[src/rtl/rotate_fb_ctrl_if.sv]
// rotate_fb_ctrl_if: write-side bus from the rotation controller to the
// dual-port rotation RAM.
//   wr_en    : one-cycle write strobe. There is no ready/backpressure: the
//              RAM accepts a write on every cycle where wr_en is high, and
//              wr_addr/wr_data are only meaningful in that cycle.
//   wr_addr  : RAM write address (AW bits)
//   wr_data  : RAM write data (DEPTH bits)
// master = controller (drives), slave = RAM side / observer.
interface rotate_fb_ctrl_if #(
  parameter int AW    = 18,
  parameter int DEPTH = 8
);
  logic             wr_en;
  logic [AW-1:0]    wr_addr;
  logic [DEPTH-1:0] wr_data;

  modport master (output wr_en, output wr_addr, output wr_data);
  modport slave  (input  wr_en, input  wr_addr, input  wr_data);
endinterface

[src/rtl/rotate_fb_ctrl.sv]
// rotate_fb_ctrl: triple-buffer controller and rotated write-address
// sequencer for the rotation frame store.
//
// Incoming raster pixels are written column-wise so that the stored frame is
// rotated by 90 degrees (CCW=0: clockwise, CCW=1: counter-clockwise). Three
// banks of WIDTH*HEIGHT pixels are rotated between writer, reader and
// "pending" (newest complete frame) roles.
//
// Ports:
//   clk, reset      : system clock, synchronous active-high reset
//   ce_pix          : source pixel clock enable
//   video_in        : source pixel
//   hblank, vblank  : source blanking
//   rd_frame_start  : one-cycle pulse, reader starts a frame
//   wr              : RAM write bus (wr_en/wr_addr/wr_data, registered)
//   wr_bank         : bank being written
//   rd_bank/rd_base : bank granted to the reader and its base address
//   drop_cnt        : saturating count of complete frames overwritten unread
//   repeat_cnt      : saturating count of reader frames with no new frame
//   dbg_p_bank      : pending bank index
//   dbg_p_valid     : pending bank holds an unread complete frame
//   dbg_armed       : writer has seen a vblank edge since reset
module rotate_fb_ctrl #(
  parameter int WIDTH  = 320,
  parameter int HEIGHT = 240,
  parameter int AW     = 18,
  parameter int DEPTH  = 8,
  parameter int CCW    = 0
) (
  input  logic             clk,
  input  logic             reset,
  input  logic             ce_pix,
  input  logic [DEPTH-1:0] video_in,
  input  logic             hblank,
  input  logic             vblank,
  input  logic             rd_frame_start,
  rotate_fb_ctrl_if.master wr,
  output logic [1:0]       wr_bank,
  output logic [1:0]       rd_bank,
  output logic [AW-1:0]    rd_base,
  output logic [7:0]       drop_cnt,
  output logic [7:0]       repeat_cnt,
  output logic [1:0]       dbg_p_bank,
  output logic             dbg_p_valid,
  output logic             dbg_armed
);

  localparam int XW = $clog2(WIDTH + 1);
  localparam int YW = $clog2(HEIGHT + 1);
  localparam logic [XW-1:0] X_LIM = XW'(WIDTH);
  localparam logic [YW-1:0] Y_LIM = YW'(HEIGHT);
  localparam logic [AW-1:0] BS    = AW'(WIDTH * HEIGHT);
  localparam logic [AW-1:0] HT    = AW'(HEIGHT);
  localparam logic [AW-1:0] ONE   = AW'(1);

  function automatic logic [AW-1:0] bank_base(input logic [1:0] k);
    case (k)
      2'd1:    bank_base = BS;
      2'd2:    bank_base = BS + BS;
      default: bank_base = '0;
    endcase
  endfunction

  // First pixel of a frame: top-right corner of the rotated image for CW
  // (column HEIGHT-1 of row 0), bottom-left for CCW (row WIDTH-1, column 0).
  function automatic logic [AW-1:0] row_start(input logic [1:0] k);
    if (CCW != 0) row_start = bank_base(k) + BS - HT;
    else          row_start = bank_base(k) + HT - ONE;
  endfunction

  logic [1:0]       r_w, r_r, r_p;
  logic             r_pv, r_armed, r_wr_any;
  logic [XW-1:0]    r_x;
  logic [YW-1:0]    r_y;
  logic [AW-1:0]    r_row, r_addr, r_rd_base;
  logic             r_old_blank, r_old_vblank;
  logic             r_wr_en;
  logic [AW-1:0]    r_wr_addr;
  logic [DEPTH-1:0] r_wr_data;
  logic [7:0]       r_drop, r_repeat;

  logic          w_blank, w_line_end, w_frame_end, w_pix;
  logic [AW-1:0] w_row_next, w_addr_next;
  logic [1:0]    w_nw, w_nr, w_np;
  logic          w_npv, w_drop_inc, w_rep_inc;

  assign w_blank     = hblank | vblank;
  assign w_line_end  = w_blank & ~r_old_blank;
  assign w_frame_end = vblank & ~r_old_vblank;
  assign w_pix       = ce_pix & ~w_blank & r_armed & (r_x < X_LIM) & (r_y < Y_LIM);
  assign w_row_next  = (CCW != 0) ? r_row + ONE : r_row - ONE;
  assign w_addr_next = (CCW != 0) ? r_addr - HT : r_addr + HT;

  // Bank rotation: publish (frame end) is resolved first, then the reader
  // grant sees the post-publish pending state, so a simultaneous frame end
  // and reader request hands the just-finished frame straight to the reader.
  always_comb begin
    w_nw       = r_w;
    w_nr       = r_r;
    w_np       = r_p;
    w_npv      = r_pv;
    w_drop_inc = 1'b0;
    w_rep_inc  = 1'b0;
    if (w_frame_end && r_wr_any) begin
      w_nw       = r_p;
      w_np       = r_w;
      w_npv      = 1'b1;
      w_drop_inc = r_pv;
    end
    if (rd_frame_start) begin
      if (w_npv) begin
        w_nr  = w_np;
        w_np  = r_r;
        w_npv = 1'b0;
      end else begin
        w_rep_inc = 1'b1;
      end
    end
  end

  always_ff @(posedge clk) begin
    if (reset) begin
      r_w          <= 2'd0;
      r_r          <= 2'd1;
      r_p          <= 2'd2;
      r_pv         <= 1'b0;
      r_armed      <= 1'b0;
      r_wr_any     <= 1'b0;
      r_x          <= '0;
      r_y          <= '0;
      r_row        <= '0;
      r_addr       <= '0;
      r_rd_base    <= BS;
      r_old_blank  <= 1'b0;
      r_old_vblank <= 1'b0;
      r_wr_en      <= 1'b0;
      r_wr_addr    <= '0;
      r_wr_data    <= '0;
      r_drop       <= '0;
      r_repeat     <= '0;
    end else begin
      r_old_blank  <= w_blank;
      r_old_vblank <= vblank;
      r_w          <= w_nw;
      r_r          <= w_nr;
      r_p          <= w_np;
      r_pv         <= w_npv;
      r_rd_base    <= bank_base(w_nr);
      if (w_drop_inc && r_drop != 8'hFF) r_drop <= r_drop + 8'd1;
      if (w_rep_inc && r_repeat != 8'hFF) r_repeat <= r_repeat + 8'd1;

      r_wr_en <= w_pix;
      if (w_pix) begin
        r_wr_addr <= r_addr;
        r_wr_data <= video_in;
        r_addr    <= w_addr_next;
        r_x       <= r_x + XW'(1);
        r_wr_any  <= 1'b1;
      end

      // w_pix requires ~blank, so these never collide with a pixel write.
      if (w_frame_end) begin
        r_row    <= row_start(w_nw);
        r_addr   <= row_start(w_nw);
        r_x      <= '0;
        r_y      <= '0;
        r_wr_any <= 1'b0;
        r_armed  <= 1'b1;
      end else if (w_line_end) begin
        r_x <= '0;
        // Lines past HEIGHT are dropped without moving the row pointer.
        if (r_y < Y_LIM) begin
          r_y    <= r_y + YW'(1);
          r_row  <= w_row_next;
          r_addr <= w_row_next;
        end
      end
    end
  end

  assign wr.wr_en    = r_wr_en;
  assign wr.wr_addr  = r_wr_addr;
  assign wr.wr_data  = r_wr_data;
  assign wr_bank     = r_w;
  assign rd_bank     = r_r;
  assign rd_base     = r_rd_base;
  assign drop_cnt    = r_drop;
  assign repeat_cnt  = r_repeat;
  assign dbg_p_bank  = r_p;
  assign dbg_p_valid = r_pv;
  assign dbg_armed   = r_armed;

endmodule

[src/flat_wrapper.sv]
// flat-port wrapper written by rule: the top's interface ports become plain ports
module rotate_fb_ctrl_flat 
#(
  parameter int WIDTH  = 320,
  parameter int HEIGHT = 240,
  parameter int AW     = 18,
  parameter int DEPTH  = 8,
  parameter int CCW    = 0
)
  (clk, reset, ce_pix, video_in, hblank, vblank, rd_frame_start, wr_bank, rd_bank, rd_base, drop_cnt, repeat_cnt, dbg_p_bank, dbg_p_valid, dbg_armed, wr_wr_en, wr_wr_addr, wr_wr_data);
  rotate_fb_ctrl_if #(.AW(AW), .DEPTH(DEPTH)) wr_i ();
  input  logic clk;
  input  logic reset;
  input  logic ce_pix;
  input  logic [DEPTH-1:0] video_in;
  input  logic hblank;
  input  logic vblank;
  input  logic rd_frame_start;
  output logic [1:0] wr_bank;
  output logic [1:0] rd_bank;
  output logic [AW-1:0] rd_base;
  output logic [7:0] drop_cnt;
  output logic [7:0] repeat_cnt;
  output logic [1:0] dbg_p_bank;
  output logic dbg_p_valid;
  output logic dbg_armed;
  output wire logic [$bits(wr_i.wr_en)-1:0] wr_wr_en;
  output wire logic [$bits(wr_i.wr_addr)-1:0] wr_wr_addr;
  output wire logic [$bits(wr_i.wr_data)-1:0] wr_wr_data;
  assign wr_wr_en = wr_i.wr_en;
  assign wr_wr_addr = wr_i.wr_addr;
  assign wr_wr_data = wr_i.wr_data;
  rotate_fb_ctrl #(.WIDTH(WIDTH), .HEIGHT(HEIGHT), .AW(AW), .DEPTH(DEPTH), .CCW(CCW)) u_core (.clk(clk), .reset(reset), .ce_pix(ce_pix), .video_in(video_in), .hblank(hblank), .vblank(vblank), .rd_frame_start(rd_frame_start), .wr(wr_i), .wr_bank(wr_bank), .rd_bank(rd_bank), .rd_base(rd_base), .drop_cnt(drop_cnt), .repeat_cnt(repeat_cnt), .dbg_p_bank(dbg_p_bank), .dbg_p_valid(dbg_p_valid), .dbg_armed(dbg_armed));
endmodule
[config.mk]
export PLATFORM = sky130hd
export DESIGN_NAME = rotate_fb_ctrl_flat
export DESIGN_NICKNAME = d
export VERILOG_FILES = /design/src/rtl/rotate_fb_ctrl_if.sv /design/src/rtl/rotate_fb_ctrl.sv /design/src/flat_wrapper.sv
export SDC_FILE = /design/constraint.sdc
export NUM_CORES = 1
export LEC_CHECK = 0
export ABC_AREA = 0
export BUFFER_PORTS_ARGS = -buffer_cell sky130_fd_sc_hd__buf_2
export CORE_UTILIZATION = 30
export CTS_CLUSTER_DIAMETER = 150
export DETAILED_ROUTE_END_ITERATION = 8
export HOLD_SLACK_MARGIN = 0.03
export PLACE_DENSITY = 0.51
export SETUP_SLACK_MARGIN = 0.3
export SLEW_MARGIN = 20
export SYNTH_ARGS = -nofsm -noshare
export SYNTH_HDL_FRONTEND = slang
export SYNTH_SLANG_ARGS = --single-unit
[constraint.sdc]
create_clock -name clk -period 5.2 [get_ports clk]
set_input_delay 0.26 -clock clk [delete_from_list [all_inputs] [get_ports clk]]
set_output_delay 0.26 -clock clk [all_outputs]
set_load 0.005 [all_outputs]
* Word-level counts from Yosys, hierarchy flattened
Index checks and enable logic that the tools add are counted.
** Storage, ports and cells
- Flip-flop bits (word level) :: 125
- Input bits :: 14
- Output and inout port bits :: 69
- Word-level logic and storage cells :: 75
** Cells by class
- Add/sub/neg operators :: 8
- Order comparisons :: 2
- Eq/ne operators :: 6
- Multiplexer cells :: 21
- Bitwise logic cells :: 10
- Reduce and logical (&&, ||, !) cells :: 10
** Operators with widths (number)
- $mux 18 :: 9
- $pmux 18 s2 :: 2
- $add 18x8->18 const B :: 2
- $sub 18x1->18 const B :: 2
- $add 8x1->8 const B :: 3
- $ne 8x8->1 const B :: 2
- $mux 2 :: 6
- $add 9x1->9 const B :: 1
- $lt 9x9->1 const B :: 1
- $lt 8x8->1 const B :: 1
- $and 1x1->1 :: 6
- $eq 2x1->1 const B :: 2
- $eq 2x2->1 const B :: 2
- $mux 1 :: 4
- $reduce_and 2->1 :: 2
- $reduce_bool 2->1 :: 2
- $reduce_or 2->1 :: 2
- $logic_and 1x1->1 :: 3
- $not 1->1 :: 3
- $reduce_or 3->1 :: 1
- $or 1x1->1 :: 1

* Logic depth before layout (Yosys ltp)
Gate-level depths: netlist of the first run.
- Depth after elaboration :: 11
- Mapped depth :: 8
- Depth with buffers taken out :: 8

* Worst setup path before layout of the first run
No wires, ideal clock.
- Path type :: register to register
- From :: reg u_core.r_row[0]
- To :: reg u_core.r_addr[10]
- Setup time :: 95 ps
- Arrival time :: 1794 ps
- Data required time :: 5105 ps
- Path slack :: 3311 ps
- Cell stages (with the launch flop) :: 8
- Path buffers :: 0
- Clock period less this slack :: 1889 ps
- Cells stage by stage :: dfxtp_1 -> inv_1 -> ha_1 -> or3b_2 -> nor3_4 -> nand3_1 -> xor2_1 -> a221oi_1
** On the way
- Cells in the longest elaborated chain, start to end :: 4
** Ends and longest elaborated chain
- start: declaration :: line rotate_fb_ctrl.sv:75 : logic [AW-1:0] r_row, r_addr, r_rd_base;
- start signal: assignment :: line rotate_fb_ctrl.sv:163 : r_row <= row_start(w_nw);
- start signal: assignment :: line rotate_fb_ctrl.sv:174 : r_row <= w_row_next;
- $sub 18x1->18 :: line rotate_fb_ctrl.sv:91 : assign w_row_next = (CCW != 0) ? r_row + ONE : r_row - ONE;
- $mux 18 :: line rotate_fb_ctrl.sv:172 : if (r_y < Y_LIM) begin
- $mux 18 :: line rotate_fb_ctrl.sv:169 : end else if (w_line_end) begin
- $mux 18 :: line rotate_fb_ctrl.sv:162 : if (w_frame_end) begin
- end signal: assignment :: line rotate_fb_ctrl.sv:156 : r_addr <= w_addr_next;
- end signal: assignment :: line rotate_fb_ctrl.sv:164 : r_addr <= row_start(w_nw);
- end signal: assignment :: line rotate_fb_ctrl.sv:175 : r_addr <= w_row_next;
- end: declaration :: line rotate_fb_ctrl.sv:75
No other way between the ends.
A chain may end at the register's enable or synchronous reset.

* Final worst setup path of the first run
- From :: reg u_core.r_x[6]
- To :: reg u_core.r_addr[13]
** On the way
- Cells in the longest elaborated chain, start to end :: 7
** Ends and longest elaborated chain
- start: declaration :: line rotate_fb_ctrl.sv:73 : logic [XW-1:0] r_x;
- start signal: assignment :: line rotate_fb_ctrl.sv:157 : r_x <= r_x + XW'(1);
- $lt 9x9->1 * :: line rotate_fb_ctrl.sv:90 : assign w_pix = ce_pix & ~w_blank & r_armed & (r_x < X_LIM) & (r_y < Y_LIM);
- $and 1x1->1 * (2 in a row) :: line rotate_fb_ctrl.sv:90
- $mux 18 * :: line rotate_fb_ctrl.sv:153 : if (w_pix) begin
- $mux 18 :: line rotate_fb_ctrl.sv:172
- $mux 18 * :: line rotate_fb_ctrl.sv:169
- $mux 18 * :: line rotate_fb_ctrl.sv:162
Every way passes the cells marked *; elsewhere a longest branch is shown, timed or not.

==> summary.txt, run 1 <==
Outcome
  – Status: finished, final reports clean

Logic synthesis
  – Top_reg_cell synth: dfxtp_1
  – FF+latch count, synth: 110
  – Top cell type by total area after synthesis: dfxtp_1
  – EDFF count, synth: 0
  – Synth cell count leaders: dfxtp_1, nand2_1, nor2_1
  – Post-synthesis sequential area ratio: 43.7%
  – Mean Syn Cell Area: 8.48 sq um
  – Yosys warning total: 0
  – Top cells by area, synth: dfxtp_1, xnor2_1, nand2_1
  – Post-Synthesis Cells: 595
  – Count leader, synth: dfxtp_1
  – Ys async rst share: 0%
  – Cell Area, Synth: 5040 sq um
  – Synth top area share: 43.7%
  – Synth cell types: a little over 50

STA
  – Hold Slack: 91.9 ps
  – Max-Slew Margin vs Limit: 34.1%
  – Measured slew at the worst slew-check pin: between 900 and 1000 ps
  – Hold Fails Final Rpt: 0
  – RSZ-0062 raised after global routing: no
  – Slew Limit Fails: 0
  – Sum of negative setup slack: 0 ps
  – Final setup fails: 0
  – Fin crit share: between 40% and 50%
  – Worst Skew: 10.6 ps
  – Fmax: 393 MHz
  – Period minus WS final: 2540 ps

Finish
  – # fillers: 1739
  – Fin cells: 868
  – Area of the multi-input gates: roughly 2600 sq um
  – Nets: roughly 670
  – Share of layout cells above drive strength 1: between 10% and 20%
  – Area Growth Syn to Fin: 14.8%
  – Antenna cells: 0
  – Storage element area: between 2000 and 2500 sq um

GRT
  – Vias in the first global route: 3783
  – Largest net degree at the start of global routing: 54
  – Initial antenna violation count: 0
  – First-pass GRT wire length: 19100 um
  – Overflow after GRT: 0
  – Tot GR Track Use: 13.7%

Worst setup path
  – CP max FO: 24
  – CP Cell Sequence: o21ai_0 > and3_1 > buf_4 > nand2_1 > or4_1 > a31oi_1
  – RR Startpoint: u_core.r_x[6]$_SDFFE_PP0P_
  – CP Data Arrival Time: 2820 ps
  – Setup crit start kind: flop
  – Slowest CP cell: and3_1
  – Required @ worst endpoint: about 5500 ps
  – Crit path max-delay family: simple AND/OR/NAND/NOR gates
  – Worst path max stage delay: 670 ps
  – Crit. Startpoint: u_core.r_x[6]$_SDFFE_PP0P_
  – Setup CP Type: reg -> reg
  – CP Capture Type: flop
  – Buf/Inv on CP: 1

Routing
  – Iteration-0 DRC Markers: 168
  – WL/cell: 13.5 um
  – Vias per inst: 4.64
  – DRT antenna net count: 0
  – Residual DRC: 0
  – First-pass DRT Iterations: 5
  – Detailed Route WL: 11700 um
  – DR vias: around 4000

Clock tree
  – Worst-skew pair later-pin latency: ~350 ps
  – Post-CTS Resized: 0
  – CTS tree: built
  – Clk sinks: 110
  – Clock Path Buffers: 2
  – CTS Hold Bufs: 0
  – Root Driver: clkbuf_16
  – Setup Fix Bufs, Post-CTS: 0
  – H-tree depth: 3
  – CTS clk-pin slew, worst paths: 70 ps
  – CTS buffer count: 9

Power and ir drop
  – Total Power: 1770 uW
  – Cell leakage power: 0.00218 uW
  – PD cells: 306 nW/um^2
  – Peak VDD IR: 0.165 mV

Die
  – Row count: between 40 and 50
  – Die area: 17300 sq um
  – I/O pin total: 83
  – CORE AREA: 16500 sq um
  – Die width: 132 um
  – Initial Util: 30.5%
  – Chip Height: approximately 130 um

Placement
  – Placed cell count: ~850
  – HPWL Detailed: 8130 um
  – Port Buffers: 71
  – Placer Congestion: 0.795

Run
  – Max-cap violations: 0

Hold path
  – HP Start: rd_frame_start
  – Hold Path Class: in -> reg
==> layer usage <==
layer / GRT usage, % / wire length, um / up-vias
met2: 21.2 / 5110 / 87
li1: - / - / 2102
met3: 2.62 / 487 / 11
met4: 6.72 / 162 / 0
met5: 0 / 0 / -
met1: 18.3 / 5920 / 1827
==> path summary, 6_finish.rpt <==
| check | cells past startpoint | slack (ps) | to |
|---|---|---|---|
| max | 6 | 2660 | u_core.r_addr[13]$_SDFF_PP0_ |
| min | 2 | 90 | u_core.dbg_p_valid$_SDFF_PP0_ |
| min reg2reg | 2 | 450 | u_core.wr.wr_data[1]$_SDFFE_PP0P_ |
| max reg2reg | 6 | 2660 | u_core.r_addr[13]$_SDFF_PP0_ |
==> layout make-up <==
type	count	area share (%)
Clock buffer	13	4.67
Clock inverter	3	0.432
Inverter	16	1.04
Multi-Input combinational cell	431	44.4
Sequential cell	110	38.0
Tap cell	220	4.75
Timing Repair Buffer	75	6.65
==> sequential cells by signal, summed over array words and instances, names as in the netlist, 2 cells and up <==
register	flops
u_core.wr_bank	2
u_core.r_y	8
u_core.repeat_cnt	8
u_core.wr.wr_addr	18
u_core.r_row	18
u_core.r_addr	18
u_core.rd_base	3
u_core.dbg_p_bank	2
u_core.rd_bank	2
u_core.r_x	9
u_core.drop_cnt	8
u_core.wr.wr_data	8
==> logic make-up (layout without fill, tap and decap cells) <==
| logic type | count (synthesis) | count (layout) | share of synthesized area (%) |
|---|---|---|---|
| XOR/XNOR | 61 | 61 | 10.6 |
| buffers and inverters | 64 | 107 | 6.05 |
| AO/OA/AOI/OAI | 95 | 95 | 11.3 |
| AND/OR/NAND/NOR | 249 | 249 | 24.9 |
| flip-flops | 110 | 110 | 43.7 |
| adder cells (fa/ha/maj) | 10 | 10 | 2.48 |
| multiplexers | 5 | 5 | 0.992 |
| other | 1 | 11 | 0.0743 |
==> power by group <==
group / switching [uW] / leakage [uW] / internal (uW) / total, uW
combinational: 108 / 0.00114 / 71.1 / 180
clock: 314 / 0.000143 / 368 / 683
sequential: 37.5 / 0.000895 / 870 / 908
==> cells in the final DEF (no fill, tap or decap), types with 5 or more instances in the layout <==
cell type and instances:
nand2_1 86, a211oi_1 5, nor4_1 11, nand3_1 13, a21oi_1 52, nand2b_1 6
clkbuf_16 9, xnor2_1 42, buf_2 71, inv_1 16, nor2_1 69, xor2_1 19
conb_1 11, a221oi_1 9, ha_1 10, o21ai_0 12, nand4_1 16, dfxtp_1 110
mux2i_1 5, nor3_1 14
==> metrics by stage <==
| stage | util, % | setup slack (ps) | instance area, sq um |
|---|---|---|---|
| final | 35.1 | 2660 | 5790 |
| after global routing | 35.1 | 2430 | 5790 |
| after CTS | 35.1 | 2660 | 5790 |
| after detailed placement | 33.3 | 2610 | 5500 |
| after global placement | 33.3 | 2640 | 5500 |
| after floorplan | - | 3310 | 5080 |
Power figures use the tool's default switching activity.
==> run 2, diff against run 1 <==
- clock period: 5.2 -> 2.6 ns (I/O delays scaled with it)
==> summary.txt, run 2 (synthesis results as in run 1) <==
Clock tree
  – CTS clk-pin slew, worst paths: 80 ps (about the same)
  – CTS tree: built
  – Setup Fix Bufs, Post-CTS: 0 (unchanged)
  – CTS buffer count: 9 (unchanged)
  – H-tree depth: 3 (unchanged)
  – Worst-skew pair later-pin latency: 350 ps (about the same)
  – Clock Path Buffers: 2 (unchanged)
  – Root Driver: clkbuf_16
  – Clk sinks: 110 (unchanged)

Die
  – Chip Height: 132 um (unchanged)
  – Die area: 17300 sq um (unchanged)
  – Initial Util: 30.5% (unchanged)
  – Row count: 47 (unchanged)
  – I/O pin total: 83 (unchanged)
  – Die width: 132 um (unchanged)
  – CORE AREA: 16500 sq um (unchanged)

Worst setup path
  – Reg2reg setup slack: 550 ps (-2100 ps)
  – Worst Reg-to-Reg Cells: 7 (+1)
  – Critical Path Sink: u_core.r_addr[10]$_SDFF_PP0_
  – CP Capture Type: flop
  – Crit. Startpoint: u_core.r_row[0]$_SDFFE_PP0P_
  – CP max FO: 5 (-79%)
  – R2r endpoint: u_core.r_addr[10]$_SDFF_PP0_
  – Setup crit start kind: flop
  – Required @ worst endpoint: 2860 ps (-2620 ps)
  – Setup CP Type: reg -> reg
  – RR Startpoint: u_core.r_row[0]$_SDFFE_PP0P_
  – CP Data Arrival Time: 2310 ps (-510 ps)

Hold path
  – Hold Path Class: in -> reg

Finish
  – Antenna cells: 0 (unchanged)
  – Commonest non-fill, non-tap cell in the layout: dfxtp_1
  – Share of layout cells above drive strength 1: 17.0% (+1.1 points)
  – # fillers: 1739 (unchanged)
  – Nets: 685 (+2.7%)
  – Area Growth Syn to Fin: 18.8%
  – Most frequent cells in the layout: dfxtp_1, nand2_1, buf_2
  – Fin cells: 886 (+2.1%)

STA
  – Sum of negative setup slack: 0 ps (unchanged)
  – Period minus WS final: 2050 ps (-499 ps)
  – Post-route setup slack: 555 ps (-2100 ps)
  – Final setup fails: 0 (unchanged)
  – RSZ-0062 raised after global routing: no
  – Slew Limit Fails: 0 (unchanged)
  – Fmax: 489 MHz (+24%)
  – Max-Slew Margin vs Limit: 48.1% (+14 points)
  – Worst Skew: 11.3 ps (+0.701 ps)
  – Measured slew at the worst slew-check pin: 774 ps (-211 ps)
  – Fin crit share: 78.7% (+30 points)
  – Hold Fails Final Rpt: 0 (unchanged)

GRT
  – Tot GR Track Use: 14.2% (+0.48 points)
  – First-pass GRT wire length: 19800 um (+3.7%)
  – Initial antenna violation count: 0 (unchanged)
  – Overflow after GRT: 0 (unchanged)
  – Met1 Usage GRT: 18.2% (-0.094 points)
  – Largest net degree at the start of global routing: 28 (-48%)
  – Vias in the first global route: 3964 (+4.8%)
  – Met2 Use GR: 23.4% (+2.2 points)
  – Gr busiest metal: met2
  – Routing usage on met3: 3.59% (+0.96 points)

Routing
  – Iteration-0 DRC Markers: 172 (+2.4%)
  – Vias per inst: 4.79 (+3.3%)
  – Residual DRC: 0 (unchanged)
  – Detailed Route WL: 12000 um (+2.4%)
  – DR vias: 4247 (+5.5%)
  – First-pass DRT Iterations: 4 (-1)
  – WL/cell: 13.5 um (+0.28%)
  – DRT antenna net count: 0 (unchanged)

Placement
  – HPWL Detailed: 8600 um (+5.8%)
  – Port Buffers: 71 (unchanged)
  – Pre-CTS WS: 562 ps (-2050 ps)
  – Placer Congestion: 0.821 (+3.2%)
  – Placed cell count: 860 (+0.94%)

Power and ir drop
  – PD cells: 619 nW/um^2 (+100%)
  – Total Power: 3710 uW (+110%)
  – Cell leakage power: 0.00227 uW (+4.5%)
  – Peak VDD IR: 0.325 mV (+98%)

Outcome
  – Status: finished, final reports clean

Run
  – Max-cap violations: 0 (unchanged)
## run 2: cell type report
class	count	area [sq um]	area share (%)
multi-input combinational	431	2580	43.0
timing repair buffer	93	546	9.10
tap	220	275	4.59
clock inverter	7	106	1.77
inverter	16	60.1	1.00
sequential	110	2200	36.7
clock buffer	9	225	3.76
## run 2: routing by layer
metal | wire (um) | up-vias
met2 | 5570 | 100
met4 | 143 | 0
met5 | 0 | -
li1 | - | 2137
met3 | 525 | 9
met1 | 5710 | 2001
## run 2: timing repair
| item | in CTS | in global routing |
|---|---|---|
| hold buffers | 10 | 0 |
| setup endpoints to repair | 0 | 1 |
| hold endpoints to repair | 10 | 0 |
| gates resized for setup | 0 | 1 |
## run 2: worst min-delay path by stage
stage	startpoint	end	slack, ps	cells after the start
floorplan	rd_frame_start	u_core.dbg_p_valid$_SDFF_PP0_	210	1
global placement	rd_frame_start	u_core.dbg_p_valid$_SDFF_PP0_	340	2
detailed placement	rd_frame_start	u_core.dbg_p_valid$_SDFF_PP0_	330	2
CTS	vblank	u_core.r_old_vblank$_SDFF_PP0_	80	2
global route	vblank	u_core.r_old_vblank$_SDFF_PP0_	70	2
finish	vblank	u_core.r_old_vblank$_SDFF_PP0_	90	2
## run 2: metrics by stage
| step | hold WS [ps] | utilization (%) | instance area [sq um] |
|---|---|---|---|
| floorplan | 207 | - | 5080 |
| global placement | 342 | 33.6 | 5560 |
| detailed placement | 334 | 33.6 | 5560 |
| CTS | 75.0 | 36.2 | 5990 |
| global route | 72.1 | 36.3 | 5990 |
| finish | 87.0 | 36.3 | 5990 |
## run 2: critical path: stages (launching register included)
cell      delay (ps)
dfxtp_1          330
inv_1             90
ha_1             210
or3b_2           520
nor3_4           230
nand3_1          120
xor2_1           170
a221oi_1         280
## run 2: where the power goes
group	switching, uW	internal (uW)	leakage (uW)	total [uW]
clock	653	858	0.000159	1510
sequential	77.3	1740	0.000895	1820
combinational	222	160	0.00122	383
total	953	2760	0.00227	3710
==> run 3, diff against run 2 <==
- ABC_AREA: 0 -> 1
- PLACE_DENSITY: 0.51 -> 0.52
- clock period: 2.6 -> 1.88 ns (I/O delays scaled with it)
==> summary.txt, run 3 <==
Die
  – Die width: 134 um (+1.7%)
  – I/O pin total: 83 (unchanged)
  – Row count: 47 (unchanged)
  – Initial Util: 31.1% (+0.62 points)
  – CORE AREA: 16800 sq um (+1.4%)
  – Chip Height: 134 um (+1.7%)
  – Die area: 17900 sq um (+3.4%)

Logic synthesis
  – Synth cell types: 44 (-14%)
  – Count leader, synth: nand2_1
  – Post-Synthesis Cells: 706 (+19%)
  – Top cell type by total area after synthesis: dfxtp_1
  – Synth cell count leaders: nand2_1, dfxtp_1, a21oi_1, inv_1, nor2_1
  – FF+latch count, synth: 110 (unchanged)
  – Top cells by area, synth: dfxtp_1, nand2_1, a21oi_1
  – Cell Area, Synth: 5220 sq um (+3.5%)
  – Ys async rst share: 0% (unchanged)
  – Yosys warning total: 0 (unchanged)
  – Post-synthesis sequential area ratio: 42.2% (-1.5 points)
  – Mean Syn Cell Area: 7.39 sq um (-13%)
  – Top_reg_cell synth: dfxtp_1
  – Synth top area share: 42.2% (-1.5 points)
  – EDFF count, synth: 0 (unchanged)

Placement
  – HPWL Detailed: 8550 um (-0.58%)
  – Port Buffers: 71 (unchanged)
  – Placed cell count: 985 (+15%)
  – Placed cell area: 5750 sq um (+3.5%)
  – Placer Congestion: 0.795 (-3.1%)

Clock tree
  – H-tree depth: 3 (unchanged)
  – CTS tree: built
  – Clock Path Buffers: 2 (unchanged)
  – Clk sinks: 110 (unchanged)
  – CTS buffer count: 9 (unchanged)
  – CTS clk-pin slew, worst paths: 70 ps (about the same)
  – Root Driver: clkbuf_16
  – Worst-skew pair later-pin latency: 360 ps (about the same)

GRT
  – Tot GR Track Use: 14.3% (+0.092 points)
  – Initial antenna violation count: 0 (unchanged)
  – First-pass GRT wire length: 20400 um (+2.8%)
  – Overflow after GRT: 0 (unchanged)
  – Vias in the first global route: 4187 (+5.6%)
  – Largest net degree at the start of global routing: 34 (+21%)

Finish
  – Antenna cells: 0 (unchanged)
  – Layout Utilization: 40.0% (+3.7 points)
  – Nets: 834 (+22%)
  – Most frequent cells in the layout: nand2_1, dfxtp_1, buf_2
  – Commonest non-fill, non-tap cell in the layout: nand2_1
  – Fin cells: 1035 (+17%)
  – Share of layout cells above drive strength 1: 27.9% (+11 points)
  – Final instance area: 6700 sq um (+12%)
  – Area Growth Syn to Fin: 28.4%

Routing
  – DR vias: 4674 (+10%)
  – First-pass DRT Iterations: 6 (+2)
  – Iteration-0 DRC Markers: 166 (-3.5%)
  – Detailed Route WL: 12600 um (+5.2%)
  – Vias per inst: 4.52 (-5.8%)
  – Residual DRC: 0 (unchanged)
  – DRT antenna net count: 0 (unchanged)
  – WL/cell: 12.1 um (-10%)

Worst setup path
  – Setup crit start kind: flop
  – Worst path max stage delay: 330 ps (-190 ps)
  – Slowest CP cell: dfxtp_2
  – Required @ worst endpoint: 2140 ps (-720 ps)
  – CP Cell Sequence: nor2_4 > nand2_4 > nand2_2 > inv_4 > nor2_4 > inv_2 > o21ai_2 > inv_1 > ha_2 > or2_4
  – Cell mode on critical path: nor2_4
  – Setup CP Type: reg -> reg
  – CP Data Arrival Time: 1920 ps (-390 ps)
  – CP Capture Type: flop
  – CP max FO: 5 (unchanged)

STA
  – Final setup fails: 0 (unchanged)
  – Slew Limit Fails: 0 (unchanged)
  – Fmax: 599 MHz (+23%)
  – Fin crit share: 88.8% (+10 points)
  – RSZ-0062 raised after global routing: yes
  – Hold Fails Final Rpt: 0 (unchanged)
  – Hold Slack: 96.8 ps (+9.80 ps)
  – Worst Skew: 9.40 ps (-1.91 ps)
  – Period minus WS final: 1670 ps (-376 ps)
  – Sum of negative setup slack: 0 ps (unchanged)

Run
  – Max-cap violations: 0 (unchanged)

Hold path
  – Hold Path Class: in -> reg

Power and ir drop
  – Peak VDD IR: 0.490 mV (+51%)
  – PD cells: 784 nW/um^2 (+27%)
  – Cell leakage power: 0.00293 uW (+29%)

Outcome
  – Status: finished, final reports clean
## run 3: changes by cell type in the layout (fill, tap and decap cells not counted), sizes merged, moves of 24 or more
cell   delta
inv      +69
nand2    +68
xnor2    -41
o21ai    +38
buf      +24
nand3    +24
## run 3: logic make-up after synthesis
group,after synthesis,share of synthesized area [%]
and+or+nand+nor,309,28.1
other,1,0.0718
buffers and inverters,122,10.8
DFF,110,42.2
AOI/OAI and AO/OA,139,14.0
adders and majority gates,10,2.40
xor gates and xnor gates,15,2.52
## run 3: worst paths after layout
| path | startpoint | endpoint | slack [ps] | cells after the start |
|---|---|---|---|---|
| worst max-delay path | u_core.r_old_vblank$_SDFF_PP0_ | u_core.rd_base[16]$_SDFF_PP1_ | 210 | 10 |
| worst min-delay path | reset | u_core.r_y[4]$_SDFFE_PP0P_ | 100 | 4 |
| worst max register to register | u_core.r_old_vblank$_SDFF_PP0_ | u_core.rd_base[16]$_SDFF_PP1_ | 210 | 10 |
| worst min register to register | u_core.drop_cnt[0]$_SDFFE_PP0P_ | u_core.drop_cnt[0]$_SDFFE_PP0P_ | 460 | 1 |
## run 3: timing repair
item	4_1_cts	5_1_grt
pin swaps	3	32
hold buffers	11	0
endpoints found under the hold margin	11	0
gates resized for setup	5	93
setup endpoints to repair	13	60
setup buffers	0	23
## run 3: area by class of cell
class                           count  area, sq um
Multi-Input combinational cell    484         2750
Tap cell                          220          275
Fill cell                        1781        10100
Sequential cell                   110         2220
Clock inverter                      5         83.8
Clock buffer                       11          233
Inverter                           87          342
Timing Repair Buffer              118          800
## run 3: metal layers
| metal | wire length (um) | vias up | share of wire (%) | global-route usage [%] |
|---|---|---|---|---|
| met2 | 5920 | 83 | 47 | 23.9 |
| met4 | 147 | 0 | 1.2 | 4.55 |
| met3 | 503 | 10 | 4.0 | 3.55 |
| li1 | - | 2455 | - | - |
| met1 | 6010 | 2126 | 48 | 18.0 |
| met5 | 0 | - | 0 | 0 |
## run 3: report_power, final
part | internal [uW] | total [uW] | switching [uW]
Clock | 1170 | 2070 | 895
Sequential | 2420 | 2500 | 81.2
Combinational | 267 | 685 | 418
## run 3: worst max-delay path: cells and delay by family, from the launching register on
family | cells | cell delay, ps
buf+inv | 3 | 190
fa+ha+maj | 1 | 160
compound gates | 1 | 180
simple gates | 5 | 710
flops | 1 | 330
## run 3: stage by stage
step,setup slack [ps],power (uW)
after floorplan,320,2980
after global placement,230,3140
after detailed placement,196,3130
after CTS,211,5250
after global routing,131,5530
final,211,5250
